File: config.mk
export PLATFORM = sky130hd
export DESIGN_NAME = bank_ram_1p_resp
export DESIGN_NICKNAME = d
export VERILOG_FILES = /design/src/rtl/bank_ram_1p_resp.sv
export SDC_FILE = /design/constraint.sdc
export NUM_CORES = 1
export LEC_CHECK = 0
export BUFFER_PORTS_ARGS = -buffer_cell sky130_fd_sc_hd__buf_4
export CAP_MARGIN = 20
export CORE_MARGIN = 2
export CORE_UTILIZATION = 30
export DETAILED_ROUTE_END_ITERATION = 12
export SYNTH_ARGS = -nofsm -noshare
export SYNTH_HDL_FRONTEND = slang
export SYNTH_SLANG_ARGS = --single-unit
File: constraint.sdc
create_clock -name clock -period 18.2 [get_ports clock]
set_input_delay 1.82 -clock clock [delete_from_list [all_inputs] [get_ports clock]]
set_output_delay 1.82 -clock clock [all_outputs]
set_load 0.02 [all_outputs]
File: src/rtl/bank_ram_1p_resp.sv
// Single-port bank RAM responder: lane-masked writes, 1-cycle registered reads held between
// reads, and a zero-clearing init sweep after every reset before requests are accepted.
module bank_ram_1p_resp #(
   parameter int unsigned ADDR_W = 7,
   parameter int unsigned DATA_W = 8,
   parameter int unsigned MASK_W = 4
) (
   input  logic              clock,
   input  logic              reset,
   input  logic [ADDR_W-1:0] io_addr,
   input  logic              io_rw,
   input  logic [DATA_W-1:0] io_wdata,
   input  logic [MASK_W-1:0] io_wmask,
   output logic [DATA_W-1:0] io_rdata,
   output logic              io_ready
);

   localparam int unsigned DEPTH = 1 << ADDR_W;
   localparam int unsigned LW    = DATA_W / MASK_W;

   typedef enum logic [0:0] {StInit, StRun} state_e;

   state_e            state_q, state_d;
   logic [ADDR_W-1:0] init_cnt_q, init_cnt_d;
   logic [DATA_W-1:0] rdata_q;
   logic [DATA_W-1:0] mem [DEPTH];

   logic              mem_we;
   logic              rd_en;
   logic [ADDR_W-1:0] mem_addr;
   logic [DATA_W-1:0] mem_wdata;
   logic [DATA_W-1:0] mem_bmask;
   logic [DATA_W-1:0] lane_bmask;

   always_ff @(posedge clock) begin
      if (reset) begin
         state_q    <= StInit;
         init_cnt_q <= '0;
      end else begin
         state_q    <= state_d;
         init_cnt_q <= init_cnt_d;
      end
   end

   always_comb begin
      state_d    = state_q;
      init_cnt_d = init_cnt_q;
      if (state_q == StInit) begin
         init_cnt_d = init_cnt_q + ADDR_W'(1);
         if (init_cnt_q == ADDR_W'(DEPTH - 1)) begin
            state_d = StRun;
         end
      end
   end

   always_comb begin
      lane_bmask = '0;
      for (int i = 0; i < int'(MASK_W); i++) begin
         lane_bmask[i*LW +: LW] = {LW{io_wmask[i]}};
      end
   end

   // The sweep write is built from constants only, so request inputs cannot reach memory in INIT.
   always_comb begin
      mem_we    = 1'b0;
      rd_en     = 1'b0;
      mem_addr  = io_addr;
      mem_wdata = io_wdata;
      mem_bmask = lane_bmask;
      unique case (state_q)
         StInit: begin
            mem_we    = 1'b1;
            mem_addr  = init_cnt_q;
            mem_wdata = '0;
            mem_bmask = '1;
         end
         StRun: begin
            mem_we = io_rw;
            rd_en  = ~io_rw;
         end
         default: ;
      endcase
   end

   always_ff @(posedge clock) begin
      if (!reset && mem_we) begin
         mem[mem_addr] <= (mem[mem_addr] & ~mem_bmask) | (mem_wdata & mem_bmask);
      end
   end

   always_ff @(posedge clock) begin
      if (reset) begin
         rdata_q <= '0;
      end else if (rd_en) begin
         rdata_q <= mem[io_addr];
      end
   end

   assign io_rdata = rdata_q;
   assign io_ready = (state_q == StRun);

endmodule

After elaboration in Yosys (flattened, before gate mapping)

Memory sizes are Yosys's and may differ from the RTL's. A register that Yosys moved wholly into a read port is not among the register bits.
Index checks and enable logic that the tools add are counted.
W data, S select, Z words.

Reduce and logical (&&, ||, !) cells: 2
Bitwise gates (word level): 6
Eq/ne operators: 1
Add/sub/neg operators: 1
Mux-type cells: 9

Operators with widths:

| kind                  | count |
|---|---|
| $and A8 B8 Y8         | 2 |
| $mux W8               | 2 |
| $not A8 Y8            | 1 |
| $or A8 B8 Y8          | 1 |
| $add A7 B1 Y7 const B | 1 |
| $eq A7 B7 Y1 const B  | 1 |
| $mux W7               | 1 |
| $mux W1               | 5 |
| $not A1 Y1            | 2 |
| $pmux W1 S2           | 1 |
| $logic_and A1 B1 Y1   | 1 |
| $logic_not A1 Y1      | 1 |

Bits in writable memories: 1024
Logic and storage cells: 22
Register bits: 8
Memories: 1

Memory list:

| name | words | bits a word | read ports | clocked after Yosys merged registers in | wr ports | RTL line | text |
|---|---|---|---|---|---|---|---|
| mem  | 128   | 8           | 2          | 1                                       | 1        | 26       | `logic [DATA_W-1:0] mem [DEPTH];` |

Depth between registers and ports, before layout

Word-level depth: 5
Depth in mapped cells: 12
Mapped depth without buffers: 7

Least setup slack after synthesis

No wires, ideal clock.

Kind: input to register
Start point: input port io_addr[0]
End point: memory mem[0][4] (data pin)
Buffers on the path: 5
Arrival: 7.535 ns
Stages on the path: 12
Data required time: 17.231 ns
Setup slack: 9.696 ns
Setup time: 0.969 ns
Cells stage by stage: buf_4 -> and4b_1 -> clkbuf_1 -> or2_2 -> clkbuf_1 -> clkbuf_1 -> clkbuf_1 -> a22oi_1 -> nand3_1 -> nand2_1 -> a41o_1 -> a31oi_1

Cells in the longest elaborated chain, start to end: 4

Ends and longest elaborated chain:

| item            | RTL line | text |
|---|---|---|
| from (decl)     | 10       | `input logic [ADDR_W-1:0] io_addr,` |
| $mux W7         | 70       | `unique case (state_q)` |
| $mem_v2 Z128 W8 | n/a      |  |
| $and A8 B8 Y8   | 87       | `mem[mem_addr] <= (mem[mem_addr] & ~mem_bmask) \| (mem_wdata & mem_bmask);` |
| $or A8 B8 Y8    | 87       |  |
| to (decl)       | 26       |  |

No other way between the ends.

Worst setup path in the final report

Start point: input port io_addr[1]
End point: memory mem[102][6] (data pin)

Same word-level chain as after synthesis.

==> out/qor.yml <==
ys_top_cells_by_area: "edfxtp_1 (65%), mux4_2 (16%), a22oi_1 (4.0%)"
hold_depth: 2
cp_data_required_time_ns: 18.56
syn-cell-area_um2: 47300
placed_cell_area_um2: 50300
postRouteWirelength_mm: 168
grt_pass1_wl_mm: 233
path_common_cell: "buf_4"
slew_headroom_pct: 15.7
grt-ovfl-total: 0
slowest_delay_ns: 0.81
drtPass1Iterations: 7
grt_pass1_vias: 29754
stdcell_area_um2: 54200
yosysTopAreaCell: "edfxtp_1"
start_util_pct: 30.3
yosysMostFrequentCell: "edfxtp_1"
synth_cell_type_count: 63
layout.nets: 2821
cts.sinks: 1040
fin_tns_setup_ns: 0
setup_viol: 0
wire_per_inst_um: 33.8
cts_max_level: 3
leakagePower_nw: 16.8
cp_slowest_cell: "buf_4"
power_mw: 5.28
syn-num-nets: 2800
synth.avg_cell_area_um2: 17.0
synthTopCellsByCount: "edfxtp_1 (1024), mux4_2 (328), a22oi_1 (252)"
ir_worst_vdd_uv: 70.3
area_growth_syn_to_layout_pct: 14.5
die_y_um: 401
worstSetupPathType: "input pin to flop"
holdWs_ns: 0.489
hold_class: "flop to flop"
fin_skew_ns: 0.0216
cts_setup_buffers: 0
grt_use_total_pct: 20.2
cts_buffers: 109
drive_gt1_share_pct: 25.5
tritoncts: "done"
worst_slew_pin_slew_ns: 1.26
holdCritStartpoint: "io_rdata[4]"
hold_end: "io_rdata[4]"
place.gp.congestion: 0.869
worst_slack_ns: 11.31
clk_path_buf_depth: 3
grt_max_degree: 129
root_buffer: "clkbuf_16"
async_reset_ff_share_pct: 0
synth_flop_cell: "edfxtp_1"
timing.rr.end: "mem[102][6]"
critical_path.top_delay_family: "buffers and inverters"
final_cells: 4952
first_iter_violations: 5415
path_buf_inv: 5
reg2reg_depth: 12
crit_arrival_ns: 7.25
pre_cts_ws_ns: 10.61
ys_ff_latch: 1040
hpwl_mm: 102
path_cells: "buf_8 > and4_2 > or2_4 > buf_4 > a22oi_1 > a31oi_1 > nor4_1 > buf_4 > and3_1 > a31oi_4 > buf_16 > buf_4"
synth_edf_count: 1024
worstSetupPathDepth: 12
seq_area_frac_synth_pct: 65.7
crit_path_end_kind: "flop"
clk_latency_ns: 0.72
nFillCells: 14680
fp.coreArea_um2: 156000
vias: 31056
drv_slew: 0
synth.top_cell.area_share_pct: 65.0
outcome: "finished clean"
antenna_found_initial: 6
dieArea_um2: 161000
die_x_um: 401
fmax_mhz: 145
cts.clk_slew.worst_paths_ns: 0.06
final_util_pct: 34.7
io_buffer_count: 30
rsz0062_at_grt: "false"
r2r_setup_slack_ns: 11.96
period_share_pct: 37.9
syn_inst: 2777
drv_cap: 0
worstReg2RegStart: "io_ready"
cts-resized-gates: 0
ctsHoldBuffers: 0
ios: 31
worst_setup_path_start_kind: "input pin"
powerDensity_nw_per_um2: 97.4
vias_per_cell: 6.27
finalHoldViolations: 0
ys.warnings.count: 0
crit_fanout: 88
detail-route-antenna-nets: 0
rows: 145
drcViolationCount: 0
fin_crit_ns: 6.89
dp_cells: 4730
## layer usage
metal,routed length [µm],vias up,global-route usage [%]
li1,-,11982,-
met1,61300,16038,27.1
met2,74700,2621,30.5
met3,24600,411,6.31
met4,6940,4,7.83
met5,25,-,0
## worst max path at each step
stage                    start  slack (ns)          end
detailed placement  io_addr[2]       10.61  mem[119][6]
floorplan           io_addr[0]        9.70    mem[0][4]
finish              io_addr[1]       11.31  mem[102][6]
global route        io_addr[1]       11.32  mem[118][6]
global placement    io_addr[1]       10.67  mem[116][6]
CTS                 io_addr[1]       11.35  mem[118][6]
## report_power, final
part	total, mW	leakage [nW]	internal, mW	switching (mW)
Sequential	2.60	10.2	2.59	0.00458
Combinational	0.391	4.85	0.144	0.246
Clock	2.29	1.78	1.32	0.967
Total	5.28	16.8	4.06	1.22
## cell type report
| class | instances | area, µm² | area share [%] |
|---|---|---|---|
| Timing Repair Buffer | 156 | 1430 | 2.65 |
| Clock inverter | 68 | 669 | 1.23 |
| Clock buffer | 137 | 2990 | 5.52 |
| Multi-Input combinational cell | 1484 | 15400 | 28.5 |
| Sequential cell | 1040 | 31100 | 57.3 |
| Inverter | 7 | 26.3 | 0.0485 |
| Tap cell | 2058 | 2570 | 4.75 |
| Antenna cell | 2 | 5.00 | 0.00923 |
## cells by family after synthesis
family,synth area share [%]
xor+xnor,0.111
compound gates,10.9
buf+inv,2.37
mux,17.4
fa+ha+maj,0.0264
flops,65.7
simple gates,3.54
## registers in the layout, summed over array words and instances, names as in the netlist
register	count
init_cnt_q	7
io_ready	1
io_rdata	8
mem	1024
## cell usage in the layout, fill, tap and decap left out, types with 15 or more instances in the layout
master	netlist	routed
clkinv_2	0	16
and4_1	44	43
a21oi_1	20	18
buf_6	5	20
mux4_2	328	328
clkbuf_16	0	115
buf_4	7	121
a221oi_1	26	26
clkinv_1	0	27
mux2i_1	20	19
mux2_2	55	55
nand2_1	55	55
edfxtp_1	1024	1024
a22o_1	34	34
nor2_1	146	146
a31oi_1	113	105
a22oi_1	252	252
dfxtp_1	16	15
o21ai_0	206	204
clkbuf_1	113	19
a222oi_1	51	51
## worst min-delay path, cell delays in order (launching register included)
cell and delay, ns:
dfxtp_1 0.34, a21oi_1 0.07, nand2_1 0.06
Note: power is estimated with default switching activity, not from simulation.
